==> config.mk <==
export PLATFORM = sky130hd
export DESIGN_NAME = hazard_forwarding_unit_flat
export DESIGN_NICKNAME = d
export VERILOG_FILES = /design/src/rtl/hazard_forwarding_unit_if.sv /design/src/rtl/hazard_forwarding_unit.sv /design/src/flat_wrapper.sv
export SDC_FILE = /design/constraint.sdc
export NUM_CORES = 1
export LEC_CHECK = 0
export BUFFER_PORTS_ARGS = -buffer_cell sky130_fd_sc_hd__buf_2
export CORE_MARGIN = 5
export CORE_UTILIZATION = 47
export DETAILED_ROUTE_END_ITERATION = 10
export GPL_TIMING_DRIVEN = 0
export PLACE_DENSITY = 0.84
export SKIP_LAST_GASP = 1
export SLEW_MARGIN = 30
export SYNTH_ARGS = -nofsm -noshare
export SYNTH_HDL_FRONTEND = slang
export SYNTH_SLANG_ARGS = --single-unit
==> constraint.sdc <==
create_clock -name clk -period 1.8 [get_ports clk]
set_input_delay 0.36 -clock clk [delete_from_list [all_inputs] [get_ports clk]]
set_output_delay 0.36 -clock clk [all_outputs]
set_load 0.01 [all_outputs]
==> src/rtl/hazard_forwarding_unit_if.sv <==
// ID-stage <-> hazard/forwarding unit bundle: ID instruction fields in, stall and forward selects out.
// Latency: n/a (wires only); all unit outputs are combinational from the ID fields and the unit's shadow slots.
// Backpressure: the stall lines (control_mux, pc_load_enable, ifid_load_enable) are the only hold mechanism.
// Ports: master = ID stage (drives id_* fields), slave = hazard_forwarding_unit (drives selects/stall lines).
// Optional HAZARD_STALL_COUNT_EN adds the 32-bit stall_count debug counter.
interface hazard_forwarding_unit_if #(
  parameter int REG_ADDR_W = 5
);
  logic [REG_ADDR_W-1:0] id_rs;
  logic [REG_ADDR_W-1:0] id_rt;
  logic                  id_uses_rs;
  logic                  id_uses_rt;
  logic [REG_ADDR_W-1:0] id_dest;
  logic                  id_rf_enable;
  logic                  id_load_instr;
  logic                  control_mux;
  logic                  pc_load_enable;
  logic                  ifid_load_enable;
  logic [1:0]            fwd_sel_a;
  logic [1:0]            fwd_sel_b;
  logic                  hazard_state;
`ifdef HAZARD_STALL_COUNT_EN
  logic [31:0]           stall_count;
`endif

  modport master (
    output id_rs, id_rt, id_uses_rs, id_uses_rt, id_dest, id_rf_enable, id_load_instr,
    input  control_mux, pc_load_enable, ifid_load_enable, fwd_sel_a, fwd_sel_b, hazard_state
`ifdef HAZARD_STALL_COUNT_EN
    , input stall_count
`endif
  );

  modport slave (
    input  id_rs, id_rt, id_uses_rs, id_uses_rt, id_dest, id_rf_enable, id_load_instr,
    output control_mux, pc_load_enable, ifid_load_enable, fwd_sel_a, fwd_sel_b, hazard_state
`ifdef HAZARD_STALL_COUNT_EN
    , output stall_count
`endif
  );
endinterface

==> src/rtl/hazard_forwarding_unit.sv <==
// Load-use hazard detection and EX/MEM/WB forwarding select generation for a 5-stage MIPS pipeline.
// Latency: selects/stall are combinational in ID; shadow EX/MEM/WB slots advance every clk edge.
// Backpressure: a load-use hazard holds PC and IF/ID and injects LOAD_USE_STALLS bubbles into ID/EX.
// Ports: clk, reset (async, active-high), hz (slave modport of hazard_forwarding_unit_if).
// Optional HAZARD_STALL_COUNT_EN: saturating 32-bit count of cycles with control_mux = 1.
module hazard_forwarding_unit #(
  parameter int REG_ADDR_W      = 5,
  parameter int LOAD_USE_STALLS = 1   // legal range 1..3
) (
  input  logic                     clk,
  input  logic                     reset,
  hazard_forwarding_unit_if.slave  hz
);

  typedef struct packed {
    logic [REG_ADDR_W-1:0] dest;
    logic                  rf_en;
    logic                  load;
  } slot_t;

  typedef enum logic {RUN = 1'b0, STALL = 1'b1} state_t;

  slot_t  ex_q, mem_q, wb_q;
  slot_t  ex_d;
  state_t state_q, state_d;
  logic [1:0] cnt_q, cnt_d;
  logic   hazard;
  logic   stall;

  // $0 is hardwired zero, so a write to it never produces a dependency.
  function automatic logic slot_match(input slot_t s, input logic [REG_ADDR_W-1:0] r);
    return s.rf_en && (s.dest == r) && (r != '0);
  endfunction

  // Youngest producer wins. A load still in EX has no data yet, so it cannot
  // forward; that case is covered by the stall and the select is don't-care.
  function automatic logic [1:0] fwd_sel(input logic [REG_ADDR_W-1:0] r, input logic used,
                                         input slot_t ex, input slot_t mem, input slot_t wb);
    if (!used)                              return 2'b00;
    else if (slot_match(ex, r) && !ex.load) return 2'b01;
    else if (slot_match(mem, r))            return 2'b10;
    else if (slot_match(wb, r))             return 2'b11;
    else                                    return 2'b00;
  endfunction

  // A single hazard flag regardless of how many ports hit the load, so both
  // ports depending on the same load still yield one stall sequence.
  assign hazard = ex_q.load &&
                  ((hz.id_uses_rs && slot_match(ex_q, hz.id_rs)) ||
                   (hz.id_uses_rt && slot_match(ex_q, hz.id_rt)));

  always_comb begin
    state_d = state_q;
    cnt_d   = cnt_q;
    stall   = 1'b0;
    case (state_q)
      RUN: begin
        if (hazard) begin
          stall = 1'b1;
          // The first bubble is issued from RUN; STALL covers the remainder.
          if (LOAD_USE_STALLS > 1) begin
            state_d = STALL;
            cnt_d   = 2'(LOAD_USE_STALLS - 1);
          end
        end
      end
      STALL: begin
        // Hazards seen here are ignored: EX only ever holds bubbles now.
        stall = 1'b1;
        cnt_d = cnt_q - 2'd1;
        if (cnt_q == 2'd1) state_d = RUN;
      end
      default: begin
        state_d = RUN;
        cnt_d   = '0;
      end
    endcase
  end

  assign ex_d = stall ? '0 : '{dest: hz.id_dest, rf_en: hz.id_rf_enable, load: hz.id_load_instr};

  always_ff @(posedge clk or posedge reset) begin
    if (reset) begin
      ex_q    <= '0;
      mem_q   <= '0;
      wb_q    <= '0;
      state_q <= RUN;
      cnt_q   <= '0;
    end else begin
      ex_q    <= ex_d;
      mem_q   <= ex_q;
      wb_q    <= mem_q;
      state_q <= state_d;
      cnt_q   <= cnt_d;
    end
  end

  // Reset clears the slots and state asynchronously, so these settle to the
  // idle values (no stall, RF selects) for as long as reset is held.
  assign hz.control_mux      = stall;
  assign hz.pc_load_enable   = !stall;
  assign hz.ifid_load_enable = !stall;
  assign hz.hazard_state     = (state_q == STALL);
  assign hz.fwd_sel_a        = fwd_sel(hz.id_rs, hz.id_uses_rs, ex_q, mem_q, wb_q);
  assign hz.fwd_sel_b        = fwd_sel(hz.id_rt, hz.id_uses_rt, ex_q, mem_q, wb_q);

`ifdef HAZARD_STALL_COUNT_EN
  logic [31:0] stall_count_q, stall_count_d;

  assign stall_count_d = (stall && (stall_count_q != 32'hFFFF_FFFF)) ? stall_count_q + 32'd1
                                                                      : stall_count_q;

  always_ff @(posedge clk or posedge reset) begin
    if (reset) stall_count_q <= '0;
    else       stall_count_q <= stall_count_d;
  end

  assign hz.stall_count = stall_count_q;
`endif

endmodule

==> src/flat_wrapper.sv <==
// flat-port wrapper written by rule: the top's interface ports become plain ports
module hazard_forwarding_unit_flat 
#(
  parameter int REG_ADDR_W      = 5,
  parameter int LOAD_USE_STALLS = 1                      
)
  (clk, reset, hz_id_rs, hz_id_rt, hz_id_uses_rs, hz_id_uses_rt, hz_id_dest, hz_id_rf_enable, hz_id_load_instr, hz_control_mux, hz_pc_load_enable, hz_ifid_load_enable, hz_fwd_sel_a, hz_fwd_sel_b, hz_hazard_state);
  hazard_forwarding_unit_if #(.REG_ADDR_W(REG_ADDR_W)) hz_i ();
  input  logic clk;
  input  logic reset;
  input wire logic [$bits(hz_i.id_rs)-1:0] hz_id_rs;
  input wire logic [$bits(hz_i.id_rt)-1:0] hz_id_rt;
  input wire logic [$bits(hz_i.id_uses_rs)-1:0] hz_id_uses_rs;
  input wire logic [$bits(hz_i.id_uses_rt)-1:0] hz_id_uses_rt;
  input wire logic [$bits(hz_i.id_dest)-1:0] hz_id_dest;
  input wire logic [$bits(hz_i.id_rf_enable)-1:0] hz_id_rf_enable;
  input wire logic [$bits(hz_i.id_load_instr)-1:0] hz_id_load_instr;
  output wire logic [$bits(hz_i.control_mux)-1:0] hz_control_mux;
  output wire logic [$bits(hz_i.pc_load_enable)-1:0] hz_pc_load_enable;
  output wire logic [$bits(hz_i.ifid_load_enable)-1:0] hz_ifid_load_enable;
  output wire logic [$bits(hz_i.fwd_sel_a)-1:0] hz_fwd_sel_a;
  output wire logic [$bits(hz_i.fwd_sel_b)-1:0] hz_fwd_sel_b;
  output wire logic [$bits(hz_i.hazard_state)-1:0] hz_hazard_state;
  assign hz_i.id_rs = hz_id_rs;
  assign hz_i.id_rt = hz_id_rt;
  assign hz_i.id_uses_rs = hz_id_uses_rs;
  assign hz_i.id_uses_rt = hz_id_uses_rt;
  assign hz_i.id_dest = hz_id_dest;
  assign hz_i.id_rf_enable = hz_id_rf_enable;
  assign hz_i.id_load_instr = hz_id_load_instr;
  assign hz_control_mux = hz_i.control_mux;
  assign hz_pc_load_enable = hz_i.pc_load_enable;
  assign hz_ifid_load_enable = hz_i.ifid_load_enable;
  assign hz_fwd_sel_a = hz_i.fwd_sel_a;
  assign hz_fwd_sel_b = hz_i.fwd_sel_b;
  assign hz_hazard_state = hz_i.hazard_state;
  hazard_forwarding_unit #(.REG_ADDR_W(REG_ADDR_W), .LOAD_USE_STALLS(LOAD_USE_STALLS)) u_core (.clk(clk), .reset(reset), .hz(hz_i));
endmodule
Word level (Yosys, flattened, before mapping)
Index checks and enable logic that the tools add are counted.

cells by class
  bitwise gates (word level) = 1
  reduce and logical (&&, ||, !) cells = 22
  multiplexer cells = 13
  add/sub/neg operators = 1
  equality and inequality tests = 7

operators by type and width
  kind                                              count
  == test 5 bit                                     6
  logical AND 1 bit                                 17
  two-way mux 2 bit                                 8
  nonzero test 5 bit                                2
  two-way mux 7 bit                                 1
  two-way mux 1 bit                                 3
  == test 2 x 1 -> 1 bit, second input constant     1
  logical NOT 1 bit                                 2
  one-hot mux 1 bit (2 select lines)                1
  subtractor 2 x 1 -> 2 bit, second input constant  1
  logical OR 1 bit                                  1
  inverter 1 bit                                    1

storage, ports and cells
  input port bits = 21
  register bits after elaboration = 22
  output and inout bits = 8

Longest topological paths before layout
  word-level depth = 9
  depth in mapped cells = 5
  mapped depth without buffers = 4

Worst setup path before layout
OpenSTA, ideal clock, no wires.

  path kind = input port to output port
  start = in hz_id_rs[3]
  end = out hz_pc_load_enable
  cell stages on the path = 5
  arrival time = 1.546 ns
  setup slack = -0.106 ns
  required time = 1.440 ns
  cells stage by stage = or4_1 > nor2_2 > nor4_2 > nor2_1 > buf_4

on the way
  cells in the longest elaborated chain, start to end = 9

ends and longest elaborated chain
  element                               line                          text
  start: declaration                    flat_wrapper.sv:11            input wire logic [$bits(hz_i.id_rs)-1:0] hz_id_rs;
  == test 5 bit                         hazard_forwarding_unit.sv:32  return s.rf_en && (s.dest == r) && (r != '0);
  logical AND 1 bit                     hazard_forwarding_unit.sv:32
  logical AND 1 bit *                   hazard_forwarding_unit.sv:32
  logical AND 1 bit *                   hazard_forwarding_unit.sv:49  ((hz.id_uses_rs && slot_match(ex_q, hz.id_rs)) ||
  logical OR 1 bit *                    hazard_forwarding_unit.sv:49
  logical AND 1 bit *                   hazard_forwarding_unit.sv:48  assign hazard = ex_q.load &&
  two-way mux 1 bit *                   hazard_forwarding_unit.sv:58  if (hazard) begin
  one-hot mux 1 bit (2 select lines) *  hazard_forwarding_unit.sv:56  case (state_q)
  logical NOT 1 bit *                   --
  end: declaration                      flat_wrapper.sv:19            output wire logic [$bits(hz_i.pc_load_enable)-1:0] hz_pc_load_enable;

Every way passes the cells marked *; elsewhere a longest branch is shown, timed or not.

Final worst setup path
  start = reg u_core.ex_q[2] (netlist name)
  end = out hz_pc_load_enable

on the way
  cells in the longest elaborated chain, start to end = 9

ends and longest elaborated chain
  element                               line                                                        text
  start: declaration                    hazard_forwarding_unit.sv:23                                slot_t ex_q, mem_q, wb_q;
  start signal: assignment              hazard_forwarding_unit.sv:84                                ex_q <= '0;
  start signal: assignment              hazard_forwarding_unit.sv:90                                ex_q <= ex_d;
  == test 5 bit                         hazard_forwarding_unit.sv:32
  logical AND 1 bit (2 in series)       hazard_forwarding_unit.sv:32
  logical AND 1 bit (on tied branches)  hazard_forwarding_unit.sv:49, hazard_forwarding_unit.sv:50
  logical OR 1 bit *                    hazard_forwarding_unit.sv:49
  logical AND 1 bit *                   hazard_forwarding_unit.sv:48
  two-way mux 1 bit *                   hazard_forwarding_unit.sv:58
  one-hot mux 1 bit (2 select lines) *  hazard_forwarding_unit.sv:56
  logical NOT 1 bit *                   hazard_forwarding_unit.sv:101                               assign hz.pc_load_enable = !stall;

Marks and branches as above.

==> results.txt <==
----------------------------------------------------
[Route]
  Antenna-violating nets left ... 0
  Number of vias in the routed layout ... 914
  Vias per std cell ... 5.25
  Total wirelength of the detailed-routed design ... between 2000 and 3000 um
  Per-cell routed wire length ... 16.1 um
  DRC violations left ... 0
  First drt pass iteration count ... 4
  DR iter-0 viols ... 28

[Layout]
  Proportion of layout cells with a drive suffix above 1 ... 37.5%
  Final std cell area, no fill ... 1520 sq um
  Filler instances ... 198
  Net count, final ... around 170
  Final non-filler cell total ... about 170
  Diodes inserted ... 0
  Growth of design area from synthesis to finish ... 29.4%

[Die]
  Area of the core ... 2430 sq um
  Site row count ... 18
  Initial cell density of the core ... about half
  Top-Level Pins ... 29
  Die outline height ... 60.0 um
  Die ar. ... 3600 sq um
  Die Width ... 60.0 um

[STA]
  Final Hold Viols ... 0
  Least-Margin Pin Slew ... about 0.82 ns
  Final count of pins violating max slew ... 0
  Worst setup margin ... -0.397 ns
  Final-layout setup total negative slack ... -2.46 ns
  Highest clock frequency the design can meet ... 455 MHz
  Clock Skews ... 0.00367 ns
  Time the worst path needs with I/O delays and setup ... about 2.2 ns
  Final count of negative-setup-slack endpoints ... 7
  Tightest slew margin relative to the limit ... 45.3%
  Period utilisation layout ... 122%
  Setup repair after global routing missed its margin ... true

[Yosys]
  Most area-consuming cells after synthesis ... sky130_fd_sc_hd__dfrtp_1 (47%), sky130_fd_sc_hd__xnor2_1 (16%), sky130_fd_sc_hd__xor2_1 (6.7%), sky130_fd_sc_hd__nor3b_1 (4.5%), sky130_fd_sc_hd__o41ai_4 (2.3%)
  Share of cell area taken by muxes after synthesis ... 0%
  Largest family of logic cells by synthesized area ... XOR/XNOR gates
  Total of warnings raised by yosys ... 0
  Simple logic cell fraction of the synthesized area ... 19.8%
  Post-synth design cell area ... 1170 sq um
  Post-synthesis average cell area ... 11.3 sq um
  Most numerous cell types in the synthesized netlist ... sky130_fd_sc_hd__dfrtp_1 (22), sky130_fd_sc_hd__xnor2_1 (22), sky130_fd_sc_hd__xor2_1 (9)
  Post-synth top flop ... sky130_fd_sc_hd__dfrtp_1
  Cell accounting for the most synthesized area ... sky130_fd_sc_hd__dfrtp_1
  Share of flip-flops with an asynchronous set or reset after synthesis ... 100%
  Number of enable-type register cells in the synthesized netlist ... 0
  Register bit total from synthesis ... 22
  Fraction of post-synthesis cell area in the top cell type by area ... 46.9%
  Synthesized-area fraction occupied by xor and xnor cells ... 23.1%
  Complex-gate fraction of the synthesized area ... 6.82%
  Synth unique cells ... 26
  Sequential share of the synthesized area ... 46.9%
  Fraction of the mapped netlist area in adder cells ... 1.07%
  Total nets after synthesis ... 126
  Gate Count Post-Synth ... between 100 and 150

[Global routing]
  Aggregate global routing overflow ... 0
  Pin count of the biggest net entering global routing ... 23
  Global-route usage over all layers ... 17.5%
  Antenna violations before repair ... 0
  Global-route wire length before repair ... 4660 um
  Via count of the first global-routing pass ... 1005

[Power and ir drop]
  Static leakage ... 0.645 nW
  Power Total ... around 0.99 mW
  Worst vdd rail ir drop ... 466 uV
  Pwr per Cell Area ... 649 nW/um^2

[Critical path]
  Critical path type ... flip-flop to primary output
  Crit path from ... u_core.ex_q[2]$_DFF_PP0_
  Family with the most delay on the worst path ... flip-flops
  Crit path cell chain ... xnor2_1 > nand4_1 > o41ai_4 > nor2_2 > buf_4 > buf_6
  R2R Path Start ... u_core.ex_q[2]$_DFF_PP0_
  CP bufs+invs ... 2
  Worst-case reg-to-reg path depth ... 5
  Highest fanout seen on the critical path ... 4
  Maximum single-stage delay on the critical path ... 0.43 ns
  Critical path endpoint category ... primary output
  Arrival time at the worst endpoint ... 1.84 ns
  Number of logic stages on the critical path including buffering ... 6
  Launching element type of the critical path ... flip-flop
  Data required time at the worst endpoint ... 1.44 ns
  Highest-delay cell along the critical path ... sky130_fd_sc_hd__dfrtp_1

[Clocking]
  Maximum buffer depth of the clock tree ... 2
  Clock slew at the register clock pins of the worst setup and hold paths ... 0.12 ns
  H-tree depth ... 1
  TritonCTS Buffers ... 3
  Clock insertion delay at the later pin of the skew report ... 0.31 ns
  CTS Hold Buffers Added ... 0
  CTS tree ... yes
  CTS sink cnt ... 22
  Clk root buf ... sky130_fd_sc_hd__clkbuf_4

[Placement]
  HPWL reported at the end of detailed placement ... 2100 um
  Global placement routability congestion ... 0.889
  Cell total after placement ... 162
  Port buffer count ... 28
  Area of placed instances ... 1370 sq um

[Status]
  Result of the run ... complete, but fails checks
  Violated checks ... negative setup slack

[Flow run]
  Max Cap Viol ... 0

[Min path]
  Class of the worst hold path ... input port to asynchronous set/reset pin

----------------------------------------------------
-- state kept, by name, indices dropped and copies added (netlist names) --
name and count:
u_core.hz.hazard_state 1, u_core.ex_q 7, u_core.wb_q 6, u_core.mem_q 6, u_core.cnt_q 2
-- metal layers --
layer  track usage, %  share of wire (%)
met1             21.4                 44
met2             30.9                 51
met3             1.30                3.7
met4             8.54                1.4
met5                0                  0
-- logic make-up (layout without fill, tap and decap cells) --
| group | count (synthesis) | in the layout |
|---|---|---|
| AOI/OAI and AO/OA | 8 | 8 |
| xor gates and xnor gates | 31 | 31 |
| adders and majority gates | 1 | 1 |
| buffers and inverters | 6 | 46 |
| DFF | 22 | 22 |
| and+or+nand+nor | 36 | 36 |
-- path summary, 6_finish.rpt --
kind | endpoint | slack [ns]
setup reg to reg | u_core.ex_q[4]$_DFF_PP0_ | 0.22
hold reg to reg | u_core.wb_q[1]$_DFF_PP0_ | 0.41
setup / recovery | hz_pc_load_enable | -0.40
min in group clk | u_core.ex_q[6]$_DFF_PP0_ | 0.29
max in group asynchronous | u_core.ex_q[1]$_DFF_PP0_ | 1.11
hold / removal | u_core.ex_q[4]$_DFF_PP0_ | 0.19
-- where the power goes --
group	switching (mW)	leakage (nW)	internal, mW
sequential	0.0248	0.264	0.518
combinational	0.0912	0.360	0.0825
clock	0.147	0.0210	0.123
total	0.263	0.645	0.724
-- repair_timing --
| item | CTS | global route |
|---|---|---|
| hold endpoints to repair | 0 | 0 |
| resized for setup | 7 | 2 |
| buffers inserted | 8 | 0 |
| pin swaps | 9 | 2 |
| setup endpoints to repair | 7 | 7 |
-- layout by cell type (no fill, tap or decap), types with 2 or more instances in the layout --
master                     synthesis  final
sky130_fd_sc_hd__clkbuf_4          0      3
sky130_fd_sc_hd__nor3b_1           7      7
sky130_fd_sc_hd__xnor2_1          22     22
sky130_fd_sc_hd__and2_1            2      2
sky130_fd_sc_hd__buf_4             1      9
sky130_fd_sc_hd__nand4_1           4      4
sky130_fd_sc_hd__nor4_4            0      2
sky130_fd_sc_hd__inv_1             5      5
sky130_fd_sc_hd__a211oi_2          0      2
sky130_fd_sc_hd__o21a_1            2      2
sky130_fd_sc_hd__nor2_4            1      2
sky130_fd_sc_hd__nand2_1           7      7
sky130_fd_sc_hd__buf_2             0     27
sky130_fd_sc_hd__nor4_2            1      3
sky130_fd_sc_hd__xor2_1            9      9
sky130_fd_sc_hd__nand3b_1          2      2
sky130_fd_sc_hd__dfrtp_1          22     22
-- area by class of cell --
| class | instances | area (sq um) | area share (%) |
|---|---|---|---|
| multi-input combinational | 76 | 662 | 43.6 |
| tap | 30 | 37.5 | 2.47 |
| timing repair buffer | 36 | 206 | 13.6 |
| inverter | 5 | 18.8 | 1.24 |
| sequential | 22 | 551 | 36.2 |
| buffer | 1 | 7.51 | 0.494 |
| clock buffer | 4 | 36.3 | 2.39 |
-- worst reg2reg max path, cell delays in order, from the launching register on --
cell and delay (ns):
sky130_fd_sc_hd__dfrtp_1 0.43, sky130_fd_sc_hd__xnor2_1 0.16, sky130_fd_sc_hd__nand4_1 0.24, sky130_fd_sc_hd__o41ai_4 0.40, sky130_fd_sc_hd__buf_4 0.21, sky130_fd_sc_hd__nor3b_1 0.05
-- stage by stage --
| step | setup WS, ns | util [%] | hold WS (ns) |
|---|---|---|---|
| after CTS | -0.403 | 61.9 | 0.209 |
| after global placement | -0.334 | 56.4 | 0.371 |
| after global routing | -0.555 | 62.4 | 0.274 |
| after detailed placement | -0.398 | 56.4 | 0.387 |
| after floorplan | -0.0376 | - | 0.349 |
| final | -0.397 | 62.4 | 0.193 |
Power figures use the tool's default switching activity.
